**config.mk**
```make
export PLATFORM = sky130hd
export DESIGN_NAME = divu_seq_flat
export DESIGN_NICKNAME = d
export VERILOG_FILES = /design/src/rtl/divu_seq_if.sv /design/src/rtl/divu_seq.sv /design/src/flat_wrapper.sv
export SDC_FILE = /design/constraint.sdc
export NUM_CORES = 1
export LEC_CHECK = 0
export CORE_MARGIN = 3
export CORE_UTILIZATION = 50
export DETAILED_ROUTE_END_ITERATION = 12
export PLACE_DENSITY = 0.74
export SKIP_LAST_GASP = 1
export SLEW_MARGIN = 10
export SYNTH_ARGS = -nofsm -noshare
export SYNTH_HDL_FRONTEND = slang
export SYNTH_SLANG_ARGS = --single-unit
```
**constraint.sdc**
```tcl
create_clock -name clk -period 3.3 [get_ports clk]
set_clock_uncertainty 0.05 [all_clocks]
set_input_delay 0.33 -clock clk [delete_from_list [all_inputs] [get_ports clk]]
set_output_delay 0.33 -clock clk [all_outputs]
set_load 0.03 [all_outputs]
```
**src/rtl/divu_seq_if.sv**
```systemverilog
// Handshake and operand/result bundle for the sequential unsigned divider.
interface divu_seq_if #(
    parameter int WIDTH = 32
);
    logic             start;
    logic [WIDTH-1:0] a;
    logic [WIDTH-1:0] b;
    logic             busy;
    logic             done;
    logic [WIDTH-1:0] q;
    logic [WIDTH-1:0] r;

    modport master (
        output start, a, b,
        input  busy, done, q, r
    );

    modport slave (
        input  start, a, b,
        output busy, done, q, r
    );
endinterface

```
**src/rtl/divu_seq.sv**
```systemverilog
// Radix-2 restoring unsigned divider, one quotient bit per clock.
// Quotient drives LO, remainder drives HI.
module divu_seq #(
    parameter int WIDTH = 32
) (
    input  logic        clk,
    input  logic        reset,
    divu_seq_if.slave   bus
);
    localparam int CW = (WIDTH > 1) ? $clog2(WIDTH) : 1;

    typedef enum logic {IDLE, RUN} state_t;

    state_t           state;
    logic [WIDTH-1:0] dvd;
    logic [WIDTH-1:0] dvs;
    logic [WIDTH-1:0] quo;
    logic [WIDTH:0]   pr;
    logic [CW-1:0]    cnt;
    logic             busy_r;
    logic             done_r;
    logic [WIDTH-1:0] q_r;
    logic [WIDTH-1:0] r_r;

    logic [WIDTH:0]   pr_sh;
    logic [WIDTH:0]   diff;
    logic             qbit;
    logic [WIDTH:0]   pr_nxt;
    logic [WIDTH-1:0] quo_nxt;

    // Guard bit in pr keeps the compare correct for divisors with MSB set.
    always_comb begin
        pr_sh   = {pr[WIDTH-1:0], dvd[WIDTH-1]};
        diff    = pr_sh - {1'b0, dvs};
        qbit    = ~diff[WIDTH];
        pr_nxt  = qbit ? diff : pr_sh;
        quo_nxt = {quo[WIDTH-2:0], qbit};
    end

    always_ff @(posedge clk) begin
        if (reset) begin
            state  <= IDLE;
            dvd    <= '0;
            dvs    <= '0;
            quo    <= '0;
            pr     <= '0;
            cnt    <= '0;
            busy_r <= 1'b0;
            done_r <= 1'b0;
            q_r    <= '0;
            r_r    <= '0;
        end else begin
            unique case (state)
                IDLE: begin
                    done_r <= 1'b0;
                    if (bus.start) begin
                        dvd    <= bus.a;
                        dvs    <= bus.b;
                        quo    <= '0;
                        pr     <= '0;
                        cnt    <= '0;
                        busy_r <= 1'b1;
                        state  <= RUN;
                    end
                end
                RUN: begin
                    pr  <= pr_nxt;
                    dvd <= {dvd[WIDTH-2:0], 1'b0};
                    quo <= quo_nxt;
                    cnt <= cnt + 1'b1;
                    if (cnt == CW'(WIDTH - 1)) begin
                        q_r    <= quo_nxt;
                        r_r    <= pr_nxt[WIDTH-1:0];
                        busy_r <= 1'b0;
                        done_r <= 1'b1;
                        state  <= IDLE;
                    end
                end
            endcase
        end
    end

    assign bus.busy = busy_r;
    assign bus.done = done_r;
    assign bus.q    = q_r;
    assign bus.r    = r_r;
endmodule

```
**src/flat_wrapper.sv**
```systemverilog
// flat-port wrapper written by rule: the top's interface ports become plain ports
module divu_seq_flat 
#(
    parameter int WIDTH = 32
)
  (clk, reset, bus_start, bus_a, bus_b, bus_busy, bus_done, bus_q, bus_r);
  divu_seq_if #(.WIDTH(WIDTH)) bus_i ();
  input  logic clk;
  input  logic reset;
  input wire logic [$bits(bus_i.start)-1:0] bus_start;
  input wire logic [$bits(bus_i.a)-1:0] bus_a;
  input wire logic [$bits(bus_i.b)-1:0] bus_b;
  output wire logic [$bits(bus_i.busy)-1:0] bus_busy;
  output wire logic [$bits(bus_i.done)-1:0] bus_done;
  output wire logic [$bits(bus_i.q)-1:0] bus_q;
  output wire logic [$bits(bus_i.r)-1:0] bus_r;
  assign bus_i.start = bus_start;
  assign bus_i.a = bus_a;
  assign bus_i.b = bus_b;
  assign bus_busy = bus_i.busy;
  assign bus_done = bus_i.done;
  assign bus_q = bus_i.q;
  assign bus_r = bus_i.r;
  divu_seq #(.WIDTH(WIDTH)) u_core (.clk(clk), .reset(reset), .bus(bus_i));
endmodule
```
==> run_results.csv, run 1 <==
group,metric,value,unit
critical_path,worstSetupEndpointType,"register",
finish,antennaDiodeCount,0,
synthesis,ys.flop_type,"dfxtp_1",
critical_path,startpoint_type,"register",
die,die_area,19800,µm²
cts,cts_tree,"built",
placed_design,dpl.hpwl,15090,µm
power,clkPwrFrac,0.286,
drt,wire_per_inst,15.74,µm
synthesis,synth_seq_cells,199,
die,die_y,140.7,µm
outcome,status,"finished, final reports clean",
critical_path,cp.arrival,3330,ps
timing,relSlewSlack,0.4537,
finish,layout.nets,1248,
power,p_comb_frac,0.373,
drt,vias,7721,
power,power_density,681.4,nW/µm²
timing,hold_viol,0,
placed_design,gp_congestion,0.8827,
timing,clock.fmax,0.3275,GHz
power,p_sw_frac,0.3727,
drt,drt-total-wl,21780,µm
synthesis,synth_top_area_share,0.4390,
power,intPower,0.004799,W
timing,fin_crit,3054,ps
power,ir_worst_vdd,0.4433,mV
placed_design,portBuffers,132,
grt,antenna_found_initial,0,
finish,area_growth,23.73,%
drt,dr.pass1.iters,5,
synthesis,synthAdderAreaFrac,0.04908,
critical_path,slowest_delay,410,ps
synthesis,synth_area,9075,µm²
drt,route.detailed.drc,0,
timing,setup_slack,246.4,ps
drt,via_per_inst,5.579,
die,pin_count,133,
synthesis,avgSynthCellArea,8.692,µm²
power,leakage,4.446,nW
die,die_w,140.7,µm
placed_design,dp_slack,146.0,ps
synthesis,yosys.area.top_type,"dfxtp_1",
die,rows,48,
critical_path,crit_type,"reg -> reg",
drt,drt.antenna.violating_nets,0,
power,p_sw,0.002852,W
timing,fin_crit_sh,0.9253,
power,pwr-share-seq,0.341,
grt,grt_use_total,0.2178,
timing,totalNegativeSetupSlack,0,ps
grt,overflow,0,
cts,cts_sinks,199,
timing,slew_viol_final,0,
synthesis,synth-xor-area-share,0.02220,
synthesis,yosysWarnings,0,
synthesis,synth_cells,1044,
synthesis,synth_top_family_by_area,"compound AO/OA/AOI/OAI gates",
grt,grt_max_degree,66,
synthesis,ys_seq_area_frac,0.4390,
finish,layout-drive-gt1-share,0.06816,
synthesis,syn-num-nets,1146,
synthesis,async_reset_ff_frac,0,
timing,worst_pin_slew,819.4,ps
cts,post-cts-setup-buffers,0,
synthesis,ys_types,61,
cts,htreeDepth,4,
grt,grt_pass1_wl,36000,µm
critical_path,required,3570,ps
critical_path,crit_fanout,7,
timing,finalSetupViolCount,0,
synthesis,synth_compound_area_frac,0.2334,
die,core,17540,µm²
timing,rsz0062_at_grt,"true",
cts,clock_latency,440,ps
cts,clockBufferDepth,2,
synthesis,synth_edf_count,0,
synthesis,yosys-mux-area-fraction,0.06521,
flow_run,maxCapViolCount,0,
min_path,hold_class,"in -> reg",
die,initial_utilization,0.5175,
drt,initialDrtViolationCount,501,
cts,ctsRootBufferMaster,"clkbuf_16",
synthesis,synthSimpleGateAreaFrac,0.1424,
critical_path,critPathSlowestCell,"fa_1",
critical_path,cp_cell_sequence,"inv_1 > ha_1 > inv_1 > fa_1 > a211oi_2 > o21ai_1 > nand3_1 > nand3_2 > o21a_1 > o211ai_4 > buf_4 > mux2i_1 > o21ai_1",
cts,cts_inserted_buffers,17,
synthesis,ys_top_cells_by_area,"dfxtp_1 44%, a22o_1 6.2%, nand2_1 6.0%",
grt,grt_pass1_vias,7386,
cts,clk_pin_slew,80,ps
==> metrics by stage <==
step                      power, W  area [µm²]  std cells  hold WS [ps]  utilization
final                     0.007651       11230       1384         221.1       0.6403
after global routing      0.008060       11230       1384         238.4       0.6403
after CTS                 0.007626       11220       1384         208.6       0.6398
after detailed placement  0.005444       10580       1352         393.4       0.6031
after global placement    0.005420       10580       1352         388.4       0.6031
after floorplan           0.004812        9075       1044         385.4            -
==> final cells by class <==
| cell class | count | area, µm² |
|---|---|---|
| multi-input cells | 736 | 4693 |
| clock buffers | 17 | 425.4 |
| well taps | 225 | 281.5 |
| repair buffers | 149 | 1464 |
| inverters | 43 | 161.4 |
| clock inverters | 15 | 217.7 |
| fillers | 1556 | 6309 |
| flip-flops and latches | 199 | 3985 |
==> per-layer routing <==
metal,up-vias,share of wire,global-route usage
li1,3889,-,-
met1,3628,0.49,0.3042
met2,187,0.45,0.3511
met3,17,0.051,0.03799
met4,0,0.011,0.05558
met5,-,0,0
==> critical path: cells and delay by family, from the launching register on <==
kind            cells  cell delay [ps]
compound gates      5             1070
fa+ha+maj           2              580
buf+inv             3              360
flops               1              320
mux                 1              310
simple gates        2              250
==> registers in the layout, summed over array words and instances (netlist names) <==
name	flops
u_core.bus.busy	1
u_core.bus.done	1
u_core.bus.q	32
u_core.bus.r	32
u_core.cnt	5
u_core.dvd	32
u_core.dvs	32
u_core.pr	32
u_core.quo	31
u_core.state	1
==> layout by cell type (no fill, tap or decap), drive strengths merged, types with 14 or more instances in the layout <==
master and n:
dfxtp 199, nand2 145, clkdlybuf4s50 130, a21oi 101
nor2 91, o21ai 89, a22o 64, mux2i 52
inv 51, ha 34, buf 19, clkbuf 17
a21o 16, nand3 14
==> path summary, 6_finish.rpt <==
check | slack, ps | from | depth (start not counted) | endpoint
max | 250 | u_core.dvd[31] | 13 | u_core.pr[6]
min | 220 | reset | 2 | u_core.cnt[0]
max reg2reg | 250 | u_core.dvd[31] | 13 | u_core.pr[6]
min reg2reg | 400 | u_core.bus.r[23] | 2 | u_core.bus.r[23]
==> kinds of logic (layout without fill, tap and decap cells) <==
kind of cell             count (synthesis)  in the layout
XOR/XNOR                                23             23
buffers and inverters                  109            224
AO/OA/AOI/OAI                          323            323
flip-flops                             199            199
adder cells (fa/ha/maj)                 35             35
multiplexers                            57             57
AND/OR/NAND/NOR                        298            298
==> synthesized netlist by cell type (2+ instances only) <==
cell,number
dfxtp_1,199
nand2_1,145
a21oi_1,101
nor2_1,91
a22o_1,64
mux2i_1,52
clkbuf_1,51
o21ai_1,51
inv_1,43
ha_1,34
o21ai_0,32
a21o_1,16
a32oi_1,13
nand3_1,13
xor2_1,13
xnor2_1,10
nor2b_1,7
o21a_1,7
and3_1,6
buf_1,6
nand4_1,6
o21ai_2,6
and4_1,5
o21bai_1,5
a211oi_1,4
buf_2,4
mux2_4,4
nand2b_1,4
nor3_1,4
a31oi_1,3
and2_1,3
buf_6,3
nor3b_1,3
nor4_1,3
a2111oi_2,2
a311oi_1,2
a31o_2,2
nand3b_1,2
o2111ai_1,2
o211ai_2,2
==> power by group through the flow <==
stage	clock, W	combinational [W]	sequential (W)
final	0.00218	0.00286	0.00261
after global routing	0.00231	0.00312	0.00263
after CTS	0.00221	0.00281	0.00261
after detailed placement	0	0.00278	0.00266
after global placement	0	0.00276	0.00266
after floorplan	0	0.00218	0.00263
==> timing repair <==
action / 4_1_cts / 5_1_grt
hold buffers: 0 / 0
endpoints found under the setup margin: 0 / 62
gates resized for setup: 0 / 3
hold endpoints to repair: 0 / 0
Power figures use the tool's default switching activity.
==> run 2, diff against run 1 <==
Clock period 3.3 ns to 3.1 ns, I/O delays scaled along.
==> run_results.csv, run 2 (synthesis results as in run 1) <==
group,metric,value,unit
power,p_sw,0.003093,W
cts,clock_latency,450,ps
power,p_sw_frac,0.3710,
power,power.total,0.008336,W
timing,worst_pin_slew,776.1,ps
critical_path,critPathSlowestCell,"fa_2",
critical_path,timing.rr.start,"u_core.dvd[31]",
placed_design,dp_slack,65.65,ps
outcome,status,"finished, final reports clean",
finish,final_common_cell,"dfxtp_1",
drt,initialDrtViolationCount,549,
drt,drt-total-wl,21920,µm
placed_design,gp_congestion,0.9370,
min_path,holdPathEnd,"u_core.cnt[3]",
grt,grt_pass1_vias,7413,
finish,layout-drive-gt1-share,0.07804,
drt,dr.pass1.iters,5,
critical_path,cp.arrival,3270,ps
min_path,hold_class,"in -> reg",
timing,slew_viol_final,0,
drt,via_per_inst,5.585,
drt,route.detailed.drc,0,
die,rows,48,
cts,cts_tree,"built",
finish,layout.nets,1255,
die,pin_count,133,
grt,antenna_found_initial,0,
timing,finalSetupViolCount,0,
power,pwr-share-seq,0.332,
cts,cts_sinks,199,
grt,grt_use_total,0.2215,
die,die_w,140.7,µm
finish,area_growth,24.65,%
timing,hold-worst-slack,227.9,ps
power,p_comb_frac,0.387,
critical_path,startpoint_type,"register",
critical_path,required,3420,ps
min_path,hold_depth,2,
finish,final_cell_mix,"198 x dfxtp_1, 145 x nand2_1, 130 x clkdlybuf4s50_1, 100 x a21oi_1, 91 x nor2_1",
finish,regArea,3985,µm²
min_path,hold_path_startpoint,"reset",
power,intPower,0.005244,W
placed_design,portBuffers,132,
critical_path,cp_num_buf_inv,3,
drt,vias,7769,
finish,stdcell_count,1391,
timing,clock.fmax,0.3388,GHz
cts,htreeDepth,4,
critical_path,cp-startpoint,"u_core.dvd[31]",
power,ir_worst_vdd,0.5026,mV
cts,clk_pin_slew,80,ps
flow_run,maxCapViolCount,0,
placed_design,dpl.hpwl,15090,µm
timing,relSlewSlack,0.4826,
power,power_density,736.9,nW/µm²
finish,fill_cells,1504,
grt,overflow,0,
cts,clockBufferDepth,2,
finish,multi_input_area,4715,µm²
critical_path,crit_top_cell,"inv_1",
drt,drt.antenna.violating_nets,0,
timing,setup_slack,148.4,ps
die,initial_utilization,0.5175,
grt,grt_max_degree,76,
cts,cts_inserted_buffers,17,
cts,ctsRootBufferMaster,"clkbuf_16",
critical_path,r2r.worst_path.cells,13,
power,leakage,4.482,nW
timing,hold_viol,0,
timing,fin_crit,2952,ps
die,die_y,140.7,µm
critical_path,slowest_delay,350,ps
grt,grt_pass1_wl,36560,µm
critical_path,cp_cell_sequence,"inv_1 > ha_1 > inv_1 > fa_2 > a211oi_2 > o21ai_1 > nand3_1 > nand3_2 > o21a_2 > o211ai_4 > buf_12 > mux2_4 > o21ai_2",
placed_design,numPlacedInstances,1356,
drt,wire_per_inst,15.76,µm
critical_path,crit_fanout,15,
timing,totalNegativeSetupSlack,0,ps
critical_path,reg2reg_to,"u_core.pr[5]",
die,core,17540,µm²
die,die_area,19800,µm²
critical_path,worstSetupEndpointType,"register",
power,clkPwrFrac,0.281,
critical_path,r2r_setup_slack,150,ps
critical_path,crit_type,"reg -> reg",
finish,antennaDiodeCount,0,
timing,fin_crit_sh,0.9521,
critical_path,crit_family,"compound AO/OA/AOI/OAI gates",
-- run 2: cell types whose count changed in the layout (fill, tap and decap cells not counted), sizes merged --
cell  delta
buf      +7
-- run 2: worst register-to-register path: cells and delay by family, from the launching register on --
kind | cells | cell delay, ps
AO/OA/AOI/OAI | 5 | 1100
adder cells (fa/ha/maj) | 2 | 500
buffers and inverters | 3 | 340
flip-flops | 1 | 320
multiplexers | 1 | 340
AND/OR/NAND/NOR | 2 | 260
-- run 2: how the worst max path moves through the flow --
stage                                   to  cells after the start
after floorplan            u_core.bus.r[0]                     13
after global placement    u_core.bus.r[20]                     13
after detailed placement     u_core.pr[23]                     13
after CTS                     u_core.pr[5]                     13
after global routing         u_core.pr[26]                     14
final                         u_core.pr[5]                     13
-- run 2: through the flow --
stage,utilization,instance area (µm²)
after floorplan,-,9075
after global placement,0.6048,10610
after detailed placement,0.6048,10610
after CTS,0.6421,11260
after global routing,0.6450,11310
final,0.6450,11310
-- run 2: layout make-up --
type,count,share of cell area
inverter,43,0.01427
clock buffer,17,0.03761
clock inverter,15,0.02013
sequential,199,0.3523
timing repair buffer,156,0.1341
multi-input combinational,736,0.4168
tap,225,0.02489
-- run 2: power by group through the flow --
stage | Clock [W] | Combinational [W] | Sequential (W)
finish | 0.00234 | 0.00322 | 0.00277
global route | 0.00249 | 0.00351 | 0.00279
CTS | 0.00238 | 0.00307 | 0.00277
detailed placement | 0 | 0.00303 | 0.00283
global placement | 0 | 0.00299 | 0.00283
floorplan | 0 | 0.00232 | 0.00280
-- run 2: per-layer routing --
layer | track usage | wire, µm | vias to the layer above
met2 | 0.3511 | 9897 | 210
met5 | 0 | 0 | -
met4 | 0.05354 | 368 | 0
met1 | 0.3096 | 10450 | 3614
met3 | 0.04851 | 1205 | 32
li1 | - | - | 3913
-- run 2: timing repair --
action / in CTS / in global routing
setup buffers: 0 / 3
resized for setup: 0 / 8
endpoints found under the setup margin: 0 / 62
hold buffers: 0 / 0
